## src/rtl/rgb_fade_sequencer_pkg.sv

```systemverilog
// Shared types and width helpers for the RGB fade sequencer.
package rgb_fade_sequencer_pkg;

  typedef enum logic [1:0] {
    ST_PASS = 2'd0,
    ST_FADE = 2'd1,
    ST_HOLD = 2'd2
  } state_e;

  // Slot index width and preset-count width for a given slot count.
  function automatic int slot_w(input int slots);
    return $clog2(slots);
  endfunction

  function automatic int cnt_w(input int slots);
    return $clog2(slots) + 1;
  endfunction

endpackage

```

## src/rtl/rgb_fade_sequencer_step_timer.sv

```systemverilog
// Free-running divider that pulses tick once every DIV clocks; clear restarts it.
module step_timer #(
  parameter int DIV = 1024
) (
  input  logic clk,
  input  logic reset,
  input  logic clear,
  output logic tick
);

  localparam int CW = $clog2(DIV);
  localparam logic [CW-1:0] LAST = CW'(DIV - 1);

  logic [CW-1:0] cnt_q, cnt_d;

  always_comb begin
    cnt_d = cnt_q + CW'(1);
    if (clear || cnt_q == LAST) cnt_d = '0;
  end

  // NOTE: state registers use non-blocking assignments so every flop samples
  // pre-edge values; blocking here would make ordering between blocks matter.
  always_ff @(posedge clk or negedge reset) begin
    if (!reset) cnt_q <= '0;
    else        cnt_q <= cnt_d;
  end

  assign tick = (cnt_q == LAST);

endmodule

```

## src/rtl/rgb_fade_sequencer.sv

```systemverilog
// Preset store plus PASS/FADE/HOLD sequencer driving three registered PWM levels.
module rgb_fade_sequencer
  import rgb_fade_sequencer_pkg::*;
#(
  parameter int WIDTH      = 8,
  parameter int SLOTS      = 4,
  parameter int STEP_DIV   = 1024,
  parameter int HOLD_STEPS = 256
) (
  input  logic                     clk,
  input  logic                     reset,
  input  logic [WIDTH-1:0]         enc0,
  input  logic [WIDTH-1:0]         enc1,
  input  logic [WIDTH-1:0]         enc2,
  input  logic                     capture,
  input  logic                     play,
  output logic [WIDTH-1:0]         level0,
  output logic [WIDTH-1:0]         level1,
  output logic [WIDTH-1:0]         level2,
  output logic [$clog2(SLOTS):0]   slot_count,
  output logic [$clog2(SLOTS)-1:0] cur_slot,
  output logic                     busy
);

  localparam int SLOT_W = slot_w(SLOTS);
  localparam int CNT_W  = cnt_w(SLOTS);
  localparam int HOLD_W = (HOLD_STEPS > 1) ? $clog2(HOLD_STEPS) : 1;
  localparam logic [HOLD_W-1:0] HOLD_LAST = HOLD_W'(HOLD_STEPS - 1);
  localparam logic [CNT_W-1:0]  CNT_FULL  = CNT_W'(SLOTS);

  // Channel 0 = red, 1 = green, 2 = blue.
  typedef logic [2:0][WIDTH-1:0] rgb_t;

  state_e            state_q, state_d;
  rgb_t              level_q, level_d;
  rgb_t              target_q, target_d;
  logic [SLOT_W-1:0] cur_slot_q, cur_slot_d;
  logic [SLOT_W-1:0] wr_ptr_q, wr_ptr_d;
  logic [CNT_W-1:0]  slot_count_q, slot_count_d;
  logic [HOLD_W-1:0] hold_cnt_q, hold_cnt_d;
  logic              busy_q, busy_d;
  logic              tick, timer_clear;
  logic [CNT_W-1:0]  slot_inc;
  logic [SLOT_W-1:0] next_slot;
  rgb_t              enc_rgb;
  rgb_t              slot_mem [SLOTS];

  assign enc_rgb = {enc2, enc1, enc0};

  function automatic logic [WIDTH-1:0] step_toward(input logic [WIDTH-1:0] cur,
                                                   input logic [WIDTH-1:0] tgt);
    if (cur < tgt)      return cur + WIDTH'(1);
    else if (cur > tgt) return cur - WIDTH'(1);
    else                return cur;
  endfunction

  // The divider idles in PASS and restarts on every state change.
  assign timer_clear = (state_q == ST_PASS) || (state_d != state_q);

  step_timer #(.DIV(STEP_DIV)) u_step_timer (
    .clk   (clk),
    .reset (reset),
    .clear (timer_clear),
    .tick  (tick)
  );

  // State register
  always_ff @(posedge clk or negedge reset) begin
    if (!reset) state_q <= ST_PASS;
    else        state_q <= state_d;
  end

  // Next-state logic
  always_comb begin
    // NOTE: every combinational output gets a default first so no path
    // through the case leaves it unassigned and infers a latch.
    state_d = state_q;
    case (state_q)
      ST_PASS: if (play && slot_count_q != '0) state_d = ST_FADE;
      ST_FADE: begin
        if (!play)                           state_d = ST_PASS;
        else if (tick && level_q == target_q) state_d = ST_HOLD;
      end
      ST_HOLD: begin
        if (!play)                              state_d = ST_PASS;
        else if (tick && hold_cnt_q == HOLD_LAST) state_d = ST_FADE;
      end
      default: state_d = ST_PASS;
    endcase
  end

  // Output / datapath logic
  always_comb begin
    level_d    = level_q;
    target_d   = target_q;
    cur_slot_d = cur_slot_q;
    hold_cnt_d = hold_cnt_q;
    slot_inc   = CNT_W'(cur_slot_q) + CNT_W'(1);
    next_slot  = (slot_inc >= slot_count_q) ? '0 : slot_inc[SLOT_W-1:0];

    case (state_q)
      ST_PASS: begin
        level_d    = enc_rgb;
        cur_slot_d = '0;
        if (state_d == ST_FADE) target_d = slot_mem[0];
      end
      ST_FADE: begin
        if (state_d == ST_PASS)      cur_slot_d = '0;
        else if (state_d == ST_HOLD) hold_cnt_d = '0;
        else if (tick) begin
          for (int c = 0; c < 3; c++) level_d[c] = step_toward(level_q[c], target_q[c]);
        end
      end
      ST_HOLD: begin
        if (state_d == ST_PASS) cur_slot_d = '0;
        else if (state_d == ST_FADE) begin
          cur_slot_d = next_slot;
          target_d   = slot_mem[next_slot];
        end else if (tick) begin
          hold_cnt_d = hold_cnt_q + HOLD_W'(1);
        end
      end
      default: cur_slot_d = '0;
    endcase

    busy_d = (state_d == ST_FADE);
  end

  // Capture bookkeeping runs independently of the sequencer state.
  always_comb begin
    wr_ptr_d     = wr_ptr_q;
    slot_count_d = slot_count_q;
    if (capture) begin
      wr_ptr_d = wr_ptr_q + SLOT_W'(1);
      if (slot_count_q != CNT_FULL) slot_count_d = slot_count_q + CNT_W'(1);
    end
  end

  always_ff @(posedge clk or negedge reset) begin
    if (!reset) begin
      level_q      <= '0;
      target_q     <= '0;
      cur_slot_q   <= '0;
      wr_ptr_q     <= '0;
      slot_count_q <= '0;
      hold_cnt_q   <= '0;
      busy_q       <= 1'b0;
    end else begin
      level_q      <= level_d;
      target_q     <= target_d;
      cur_slot_q   <= cur_slot_d;
      wr_ptr_q     <= wr_ptr_d;
      slot_count_q <= slot_count_d;
      hold_cnt_q   <= hold_cnt_d;
      busy_q       <= busy_d;
    end
  end

  // NOTE: preset storage has no reset; slot_count guards every read, so
  // stale contents are never observed and the array can map to plain RAM.
  always_ff @(posedge clk) begin
    if (capture) slot_mem[wr_ptr_q] <= enc_rgb;
  end

  assign level0     = level_q[0];
  assign level1     = level_q[1];
  assign level2     = level_q[2];
  assign slot_count = slot_count_q;
  assign cur_slot   = cur_slot_q;
  assign busy       = busy_q;

endmodule

```

## config.mk

```make
export PLATFORM = sky130hd
export DESIGN_NAME = rgb_fade_sequencer
export DESIGN_NICKNAME = d
export VERILOG_FILES = /design/src/rtl/rgb_fade_sequencer_pkg.sv /design/src/rtl/rgb_fade_sequencer_step_timer.sv /design/src/rtl/rgb_fade_sequencer.sv
export SDC_FILE = /design/constraint.sdc
export NUM_CORES = 1
export LEC_CHECK = 0
export CORE_UTILIZATION = 50
export DETAILED_ROUTE_END_ITERATION = 10
export DONT_BUFFER_PORTS = 1
export PLACE_DENSITY = 0.69
export SLEW_MARGIN = 5
export SYNTH_ARGS = -nofsm -noshare
export SYNTH_HDL_FRONTEND = slang
export SYNTH_SLANG_ARGS = --single-unit
```

## constraint.sdc

```tcl
create_clock -name clk -period 3.5 [get_ports clk]
set_clock_uncertainty 0.2 [all_clocks]
set_input_delay 0.875 -clock clk [delete_from_list [all_inputs] [get_ports clk]]
set_output_delay 0.875 -clock clk [all_outputs]
set_load 0.05 [all_outputs]
```

==> results.sh, run 1 <==
export IMPL_power_density_nw_per_um2=1080
export IMPL_initial_core_util=0.519
export IMPL_nFillCells=1362
export IMPL_cts_max_path_buffers=2
export IMPL_ys_flop_type="edfxtp_1"
export IMPL_critical_path_max_stage_delay_ps=410
export IMPL_nets=882
export IMPL_layout_setup_ws_ps=86.2
export IMPL_clk_pin_slew_ps=70
export IMPL_crit_chain="inv_1 -> ha_4 -> nand2b_1 -> a21oi_2 -> o41ai_4 -> nand2_4 -> buf_6 -> ha_1 -> or3_1 -> o221a_2 -> a21o_1 -> and4_1 -> or3b_1"
export IMPL_slew_violations=0
export IMPL_syn_area_um2=8700
export IMPL_sw_frac_of_total=0.419
export IMPL_insertion_delay_ps=420
export IMPL_place_area_um2=9140
export IMPL_pre_cts_ws_ps=74.6
export IMPL_p_comb_frac=0.540
export IMPL_final_layout_size_suffix_gt1_frac=0.175
export IMPL_grt_overflow_total=0
export IMPL_power_share_clock=0.178
export IMPL_status="finished clean"
export IMPL_worstPathRequired_ps=3600
export IMPL_synth_distinct_cells=66
export IMPL_postRouteAntennaNets=0
export IMPL_dieArea_um2=17900
export IMPL_ys_seq_area_frac=0.550
export IMPL_yosys_area_top_type_share=0.331
export IMPL_dp_hpwl_um=12700
export IMPL_vdd_drop_max_v=0.000647
export IMPL_cts_tree="yes"
export IMPL_drt_initial_drc_count=429
export IMPL_fin_util=0.591
export IMPL_port_buffers=0
export IMPL_via_count=6090
export IMPL_grt_pass1_vias=6144
export IMPL_io_pins=58
export IMPL_critPathMaxFanout=7
export IMPL_core_um2=16800
export IMPL_vias_per_cell=5.91
export IMPL_worstSetupPathType="reg2reg"
export IMPL_critPathSlowestCell="o41ai_4"
export IMPL_cts_buffers=17
export IMPL_worst_pin_slew_ps=757
export IMPL_synth_most_common_cell="edfxtp_1"
export IMPL_synthTopCellsByCount="edfxtp_1 (96), dfrtp_1 (76), nand2_1 (69)"
export IMPL_synth_edf_count=96
export IMPL_pwr_share_seq=0.281
export IMPL_row_count=47
export IMPL_fin_area_um2=9910
export IMPL_fmax_mhz=293
export IMPL_dp_cells=995
export IMPL_crit_path_end_kind="flip-flop"
export IMPL_htreeDepth=4
export IMPL_numClockSinks=172
export IMPL_ys_async_sr_fraction=0.442
export IMPL_num_antenna_cells=0
export IMPL_die_w_um=134
export IMPL_ys_warn_count=0
export IMPL_syn_num_nets=848
export IMPL_wl_um=19200
export IMPL_crit_arrival_ps=3510
export IMPL_min_period_ps=3410
export IMPL_syn_to_final_growth_pct=13.9
export IMPL_die_h_um=134
export IMPL_place_congestion=0.923
export IMPL_setup_viol=0
export IMPL_root_buffer="clkbuf_16"
export IMPL_maxSlewHeadroom=0.493
export IMPL_antenna_found_initial=0
export IMPL_p_int_uw=6240
export IMPL_synth_top_area_cell="edfxtp_1"
export IMPL_netlist_top_cells_area="edfxtp_1 (33%), dfrtp_1 (22%), ha_1 (7.8%)"
export IMPL_grt_max_degree=77
export IMPL_period_share=0.975
export IMPL_max_cap_viol_count=0
export IMPL_grt_util_all_layers=0.225
export IMPL_hold_violations=0
export IMPL_leakage_uw=0.00398
export IMPL_p_switching_uw=4500
export IMPL_first_pass_iters=5
export IMPL_grt_pass1_wl_um=31000
export IMPL_rsz0062_at_grt="false"
export IMPL_hold_path_class="in2async"
export IMPL_cp_start_kind="flip-flop"
export IMPL_ys_seq_elements=172
export IMPL_postSynthAreaPerCell_um2=11.4
export IMPL_fin_cells=1030
export IMPL_synth_cells=763
export IMPL_drc=0
export IMPL_post_drt_wl_per_cell_um=18.6
export IMPL_setup_tns_ps=0
## state kept, by name, indices dropped and copies added, names as in the netlist
name                count
slot_mem               96
target_q               24
hold_cnt_q              8
level2                  8
level1                  8
u_step_timer.cnt_q     10
slot_count              3
level0                  8
wr_ptr_q                2
state_q                 2
cur_slot                2
busy                    1
## metrics by stage
stage          total power [µW]  hold slack, ps
6_report                  10700             154
5_1_grt                   11500             175
4_1_cts                   10400             161
3_5_place_dp               8430             267
3_3_place_gp               8190             264
2_1_floorplan              7160             251
## cell families (layout without fill, tap and decap cells)
family,Yosys count,in the layout,share of synthesized area
compound gates,189,189,0.142
xor+xnor,22,22,0.0221
simple gates,214,214,0.118
mux,40,40,0.0472
fa+ha+maj,57,57,0.0846
flops,172,172,0.550
buf+inv,69,116,0.0364
## repair_timing
item | in CTS | in global routing
setup endpoints to repair | 0 | 5
gates resized for setup | 0 | 16
setup buffers | 0 | 2
endpoints found under the hold margin | 76 | 0
hold buffers | 1 | 0
## power groups by stage
| stage | sequential, µW | clock (µW) | combinational [µW] |
|---|---|---|---|
| finish | 3020 | 1920 | 5800 |
| CTS | 3010 | 1950 | 5450 |
| floorplan | 3590 | 0 | 3570 |
| detailed placement | 3050 | 0 | 5390 |
| global placement | 3030 | 0 | 5160 |
| global route | 3080 | 2020 | 6400 |
## worst max-delay path: cells and delay by family, from the launching register on
kind	cells	cell delay, ps
compound gates	4	890
fa+ha+maj	2	400
buf+inv	2	260
flops	1	390
simple gates	5	1150
## final timing paths
check / startpoint / to / slack, ps / cells after the start
max in group asynchronous: reset / level0[2]$_DFFE_PN0P_ / 2620 / 1
min: reset / level1[4]$_DFFE_PN0P_ / 150 / 1
max: target_q[1]$_DFFE_PN0P_ / level0[7]$_DFFE_PN0P_ / 90 / 13
max reg2reg: target_q[1]$_DFFE_PN0P_ / level0[7]$_DFFE_PN0P_ / 90 / 13
min in group clk: target_q[13]$_DFFE_PN0P_ / target_q[13]$_DFFE_PN0P_ / 280 / 2
min reg2reg: target_q[13]$_DFFE_PN0P_ / target_q[13]$_DFFE_PN0P_ / 280 / 2
## final cells by class
class / instances / area, µm² / area share
clock inverters: 14 / 170 / 0.0172
clock buffers: 18 / 439 / 0.0443
multi-input cells: 522 / 3720 / 0.375
repair buffers: 47 / 377 / 0.0380
well taps: 220 / 275 / 0.0278
inverters: 37 / 139 / 0.0140
flip-flops and latches: 172 / 4790 / 0.483
## layer usage
layer  GRT usage  up-vias  wire, µm
met3      0.0605       10      1240
met5           0        -         0
met2       0.385      166      9620
li1            -     2868         -
met4      0.0492        0       114
met1       0.285     3046      8230
## cell usage in the layout, fill, tap and decap left out, types with 12 or more instances in the layout
master and n:
a21oi_1 55, buf_4 45, clkbuf_16 17, dfrtp_1 71, edfxtp_1 96, ha_1 47
inv_1 36, mux2i_1 32, nand2_1 68, nand3_1 20, nor2_1 63, o21ai_0 37
o21ai_2 25, o22ai_1 24, xor2_1 12
Note: power is estimated with default switching activity, not from simulation.
==> inputs of run 2 (changes only) <==
--- a/config.mk
+++ b/config.mk
@@ -6,8 +6,10 @@
 export NUM_CORES = 1
 export LEC_CHECK = 0
 export CORE_UTILIZATION = 50
+export CTS_BUF_LIST = sky130_fd_sc_hd__clkbuf_4 sky130_fd_sc_hd__clkbuf_8
 export DETAILED_ROUTE_END_ITERATION = 10
 export DONT_BUFFER_PORTS = 1
+export GPL_ROUTABILITY_DRIVEN = 0
 export PLACE_DENSITY = 0.69
 export SLEW_MARGIN = 5
 export SYNTH_ARGS = -nofsm -noshare
==> run 2 against run 1 <==
Against the previous run: utilization shrank 1.1 points; fmax is essentially flat; non-clock buffer count is the same; setup slack lost 0.74 ps; largest cell class unchanged; routed wire length shrank 0.24%; critical endpoint unchanged; sequential power is essentially flat.
==> results.sh, run 2 (synthesis results as in run 1) <==
export IMPL_max_cap_viol_count=0
export IMPL_dp_cells=995
export IMPL_die_w_um=134
export IMPL_fmax_mhz=293
export IMPL_drc=0
export IMPL_maxSlewHeadroom=0.501
export IMPL_cts_buffers=17
export IMPL_cts_max_path_buffers=2
export IMPL_clk_pin_slew_ps=90
export IMPL_port_buffers=0
export IMPL_vdd_drop_max_v=0.000614
export IMPL_worstSetupPathType="reg2reg"
export IMPL_worstPathRequired_ps=3640
export IMPL_power_density_nw_per_um2=1060
export IMPL_layout_setup_ws_ps=85.4
export IMPL_dieArea_um2=17900
export IMPL_layout_commonest_cell="edfxtp_1"
export IMPL_power_uw=10300
export IMPL_crit_path_end_kind="flip-flop"
export IMPL_largest_register_ffs=96
export IMPL_io_pins=58
export IMPL_core_um2=16800
export IMPL_postRouteAntennaNets=0
export IMPL_final_cell_mix="edfxtp_1 (96), dfrtp_1 (71), nand2_1 (68), nor2_1 (63), a21oi_1 (55)"
export IMPL_reg_top3="slot_mem (96), target_q (24), u_step_timer.cnt_q (10)"
export IMPL_num_antenna_cells=0
export IMPL_first_pass_iters=5
export IMPL_nets=882
export IMPL_period_share=0.976
export IMPL_nFillCells=1385
export IMPL_cp_start_kind="flip-flop"
export IMPL_drt_initial_drc_count=344
export IMPL_grt_max_degree=77
export IMPL_top_register="slot_mem"
export IMPL_dp_hpwl_um=12700
export IMPL_die_h_um=134
export IMPL_syn_to_final_growth_pct=11.7
export IMPL_htreeDepth=4
export IMPL_pre_cts_ws_ps=74.6
export IMPL_antenna_found_initial=0
export IMPL_cts_tree="yes"
export IMPL_worst_pin_slew_ps=745
export IMPL_initial_core_util=0.519
export IMPL_setup_viol=0
export IMPL_grt_util_all_layers=0.225
export IMPL_final_layout_size_suffix_gt1_frac=0.175
export IMPL_status="finished clean"
export IMPL_hold_path_class="in2async"
export IMPL_via_count=6041
export IMPL_root_buffer="clkbuf_8"
export IMPL_crit_arrival_ps=3560
export IMPL_leakage_uw=0.00389
export IMPL_insertion_delay_ps=460
export IMPL_fin_cells=1030
export IMPL_hold_violations=0
export IMPL_row_count=47
export IMPL_post_drt_wl_per_cell_um=18.6
export IMPL_grt_overflow_total=0
export IMPL_grt_pass1_vias=6104
export IMPL_critPathMaxFanout=7
export IMPL_grt_pass1_wl_um=30900
export IMPL_slew_violations=0
export IMPL_rsz0062_at_grt="false"
export IMPL_numClockSinks=172
export IMPL_wl_um=19200
export IMPL_vias_per_cell=5.87
export IMPL_min_period_ps=3410
## run 2: cell type report
| class | instances | area, µm² | share of cell area |
|---|---|---|---|
| clock buffer | 18 | 248 | 0.0255 |
| clock inverter | 14 | 170 | 0.0175 |
| inverter | 37 | 139 | 0.0143 |
| multi-input combinational | 522 | 3720 | 0.383 |
| sequential | 172 | 4790 | 0.493 |
| tap | 220 | 275 | 0.0283 |
| timing repair buffer | 47 | 377 | 0.0387 |
## run 2: metal layers
layer	share of wire	track usage	vias up
met5	0	0	-
met4	0.014	0.0713	0
met3	0.065	0.0578	23
met2	0.49	0.378	189
met1	0.43	0.284	2964
li1	-	-	2865
## run 2: worst paths after layout
kind	startpoint	endpoint	slack [ps]	cells past startpoint
worst max-delay path	level0[2]$_DFFE_PN0P_	level0[7]$_DFFE_PN0P_	90	12
worst min-delay path	reset	level1[4]$_DFFE_PN0P_	100	1
worst max register to register	level0[2]$_DFFE_PN0P_	level0[7]$_DFFE_PN0P_	90	12
worst min register to register	target_q[13]$_DFFE_PN0P_	target_q[13]$_DFFE_PN0P_	290	2
max in group asynchronous	reset	level0[2]$_DFFE_PN0P_	2650	1
min in group clk	target_q[13]$_DFFE_PN0P_	target_q[13]$_DFFE_PN0P_	290	2
## run 2: power breakdown
| group | switching (µW) | internal, µW |
|---|---|---|
| combinational | 3420 | 2380 |
| sequential | 304 | 2710 |
| clock | 721 | 724 |
## run 2: per-stage QoR
step	setup TNS, ps	utilization	instance area (µm²)	hold slack [ps]
after floorplan	-26.3	-	8710	251
after global placement	0	0.545	9140	264
after detailed placement	0	0.545	9140	267
after CTS	0	0.572	9580	100
after global routing	0	0.580	9720	115
final	0	0.580	9720	105
## run 2: critical path, cell delays in order, from the launching register on
cell,delay [ps]
dfrtp_2,430
ha_4,240
o21ai_2,130
a21oi_2,60
o41ai_4,410
nand2_4,180
buf_6,160
ha_1,200
or3_1,320
o221a_2,250
a21o_1,160
and4_1,190
or3b_1,370
## run 2: repair_timing
action,CTS,global route
gates resized for setup,0,16
hold endpoints to repair,76,0
hold buffers,1,0
setup endpoints to repair,0,5
setup buffers,0,2
==> inputs of run 3 (changes only) <==
--- a/config.mk
+++ b/config.mk
@@ -5,6 +5,7 @@
 export SDC_FILE = /design/constraint.sdc
 export NUM_CORES = 1
 export LEC_CHECK = 0
+export ABC_AREA = 1
 export CORE_UTILIZATION = 50
 export CTS_BUF_LIST = sky130_fd_sc_hd__clkbuf_4 sky130_fd_sc_hd__clkbuf_8
 export DETAILED_ROUTE_END_ITERATION = 10
==> run 3 against run 2 <==
Against the previous run: the flow now finishes with violations (design-rule violations); register-to-register slack better by 330 ps; die area is 7.5% higher; combinational power is 2% higher; non-clock buffer count stayed put; fmax is 11% higher; setup slack better by 330 ps; hold slack worse by 2.3 ps; first-iteration DRC count is 81% higher; clock power is 5% lower; count of clock-buffer cells in the layout is 3 higher; critical path type unchanged; critical endpoint is now level1[7]$_DFFE_PN0P_; largest cell class unchanged; highest routed layer unchanged.
==> results.sh, run 3 <==
export IMPL_status="finished, violations left"
export IMPL_violations="design-rule violations"
export IMPL_port_buffers=0
export IMPL_dieArea_um2=19300
export IMPL_sequential_cell_area_um2=4780
export IMPL_crit_top_cell="nand2_1"
export IMPL_syn_num_nets=1146
export IMPL_grt_util_all_layers=0.248
export IMPL_power_uw=10300
export IMPL_htreeDepth=4
export IMPL_top_register="slot_mem"
export IMPL_crit_path_end_kind="flip-flop"
export IMPL_cp_start_kind="flip-flop"
export IMPL_worstSetupPathType="reg2reg"
export IMPL_min_period_ps=3080
export IMPL_initial_core_util=0.516
export IMPL_root_buffer="clkbuf_8"
export IMPL_worst_pin_slew_ps=760
export IMPL_post_cts_resized=0
export IMPL_drc=1
export IMPL_numClockSinks=172
export IMPL_via_count=7373
export IMPL_synth_top_family_by_area="simple AND/OR/NAND/NOR gates"
export IMPL_cts_max_path_buffers=2
export IMPL_critical_path_buf_inv_count=2
export IMPL_synth_xor_area_share=0.0150
export IMPL_period_share=0.880
export IMPL_dp_cells=1298
export IMPL_use_met3=0.0525
export IMPL_hold_path_class="in2async"
export IMPL_crit_chain="inv_1 -> ha_1 -> inv_1 -> nand2_1 -> nand2_1 -> nand2_1 -> nand2_1 -> nand2_1 -> nand2_1 -> ha_1 -> nand2_1 -> nand3_1 -> nand2_1 -> o211ai_1 -> nand3_1 -> nand3_1 -> nand2_1 -> nand3_1 -> nand2_1"
export IMPL_first_pass_iters=8
export IMPL_synth_edf_count=96
export IMPL_crit_family="simple AND/OR/NAND/NOR gates"
export IMPL_dp_hpwl_um=15500
export IMPL_core_um2=18100
export IMPL_maxSlewHeadroom=0.493
export IMPL_critPathSlowestCell="dfrtp_1"
export IMPL_syn_area_um2=9360
export IMPL_critical_path_max_stage_delay_ps=690
export IMPL_postRouteAntennaNets=0
export IMPL_grt_met2_usage=0.390
export IMPL_ys_flop_type="edfxtp_1"
export IMPL_slew_violations=0
export IMPL_multiInputGateArea_um2=4080
export IMPL_rsz0062_at_grt="false"
export IMPL_fin_cells=1331
export IMPL_nFillCells=1607
export IMPL_clk_pin_slew_ps=90
export IMPL_grt_overflow_total=0
export IMPL_place_area_um2=9840
export IMPL_leakage_uw=0.00478
export IMPL_reg_top3="slot_mem (96), target_q (24), u_step_timer.cnt_q (10)"
export IMPL_grt_max_degree=77
export IMPL_row_count=49
export IMPL_max_cap_viol_count=0
export IMPL_fin_area_um2=10300
export IMPL_yosys_area_top_type_share=0.308
export IMPL_die_h_um=139
export IMPL_synth_top_area_cell="edfxtp_1"
export IMPL_ys_seq_area_frac=0.511
export IMPL_synth_distinct_cells=45
export IMPL_synthTopCellsByCount="nand2_1 (367), nand3_1 (100), edfxtp_1 (96)"
export IMPL_io_pins=58
export IMPL_hold_violations=0
export IMPL_layout_commonest_cell="nand2_1"
export IMPL_final_layout_size_suffix_gt1_frac=0.102
export IMPL_ys_async_sr_fraction=0.442
export IMPL_worstPathRequired_ps=3710
export IMPL_netlist_top_cells_area="edfxtp_1 (31%), dfrtp_1 (20%), nand2_1 (15%)"
export IMPL_fmax_mhz=324
export IMPL_setup_viol=0
export IMPL_critPathMaxFanout=9
export IMPL_post_drt_wl_per_cell_um=17.0
export IMPL_ys_warn_count=0
export IMPL_synth_most_common_cell="nand2_1"
export IMPL_yosys_area_share_simple=0.280
export IMPL_setup_tns_ps=0
export IMPL_cts_tree="yes"
export IMPL_synth_cells=1061
export IMPL_drt_initial_drc_count=624
export IMPL_final_cell_mix="nand2_1 (367), nand3_1 (99), edfxtp_1 (96), inv_1 (89), dfrtp_1 (76)"
export IMPL_muxShareOfSynthArea=0
export IMPL_cts_buffers=17
export IMPL_synth_compound_area_share=0.0616
export IMPL_wl_um=22600
export IMPL_top_usage_layer="met2"
export IMPL_ys_seq_elements=172
export IMPL_nets=1174
export IMPL_power_density_nw_per_um2=1010
export IMPL_vdd_drop_max_v=0.000807
export IMPL_postSynthAreaPerCell_um2=8.83
export IMPL_num_antenna_cells=0
export IMPL_die_w_um=139
export IMPL_met1_usage=0.342
export IMPL_antenna_found_initial=0
export IMPL_syn_to_final_growth_pct=9.49
export IMPL_timing_hold_ws_ps=102
export IMPL_synthAdderAreaFrac=0.0786
export IMPL_vias_per_cell=5.54
export IMPL_insertion_delay_ps=470
export IMPL_largest_register_ffs=96
export IMPL_crit_arrival_ps=3290
export IMPL_grt_pass1_wl_um=37000
export IMPL_grt_pass1_vias=7139
run 3: final timing paths:
check,start,end,slack [ps],depth (start not counted)
worst max-delay path,level1[0]$_DFFE_PN0P_,level1[7]$_DFFE_PN0P_,420,19
worst min-delay path,reset,state_q[1]$_DFF_PN0_,100,1
worst max register to register,level1[0]$_DFFE_PN0P_,level1[7]$_DFFE_PN0P_,420,19
worst min register to register,u_step_timer.cnt_q[0]$_DFF_PN0_,u_step_timer.cnt_q[0]$_DFF_PN0_,270,1
max in group asynchronous,reset,target_q[8]$_DFFE_PN0P_,2680,1
min in group clk,u_step_timer.cnt_q[0]$_DFF_PN0_,u_step_timer.cnt_q[0]$_DFF_PN0_,270,1
run 3: stage by stage:
step	utilization	setup WS (ps)
5_1_grt	0.565	168
2_1_floorplan	-	601
6_report	0.565	418
3_3_place_gp	0.542	509
4_1_cts	0.565	446
3_5_place_dp	0.542	474
run 3: kinds of logic after synthesis:
logic type | Yosys count
and+or+nand+nor | 588
DFF | 172
buffers and inverters | 129
AOI/OAI and AO/OA | 99
adders and majority gates | 57
xor gates and xnor gates | 16
run 3: final cells by class:
cell class | count | area share
Clock buffer | 21 | 0.0270
Clock inverter | 11 | 0.0107
Inverter | 91 | 0.0333
Multi-Input combinational cell | 760 | 0.398
Sequential cell | 172 | 0.467
Tap cell | 229 | 0.0279
Timing Repair Buffer | 47 | 0.0364
run 3: layer usage:
metal,part of all wire,up-vias
li1,-,3633
met4,0.019,0
met1,0.46,3467
met3,0.072,29
met2,0.45,244
met5,0,-
run 3: repair_timing:
item                                   CTS  global route
endpoints found under the hold margin   76             0
setup buffers                            0             0
hold buffers                             1             0
run 3: power breakdown:
part,switching [µW],internal [µW],total (µW),leakage (µW)
clock network,752,627,1380,0.000191
logic,3830,2060,5900,0.00274
registers,348,2700,3050,0.00185
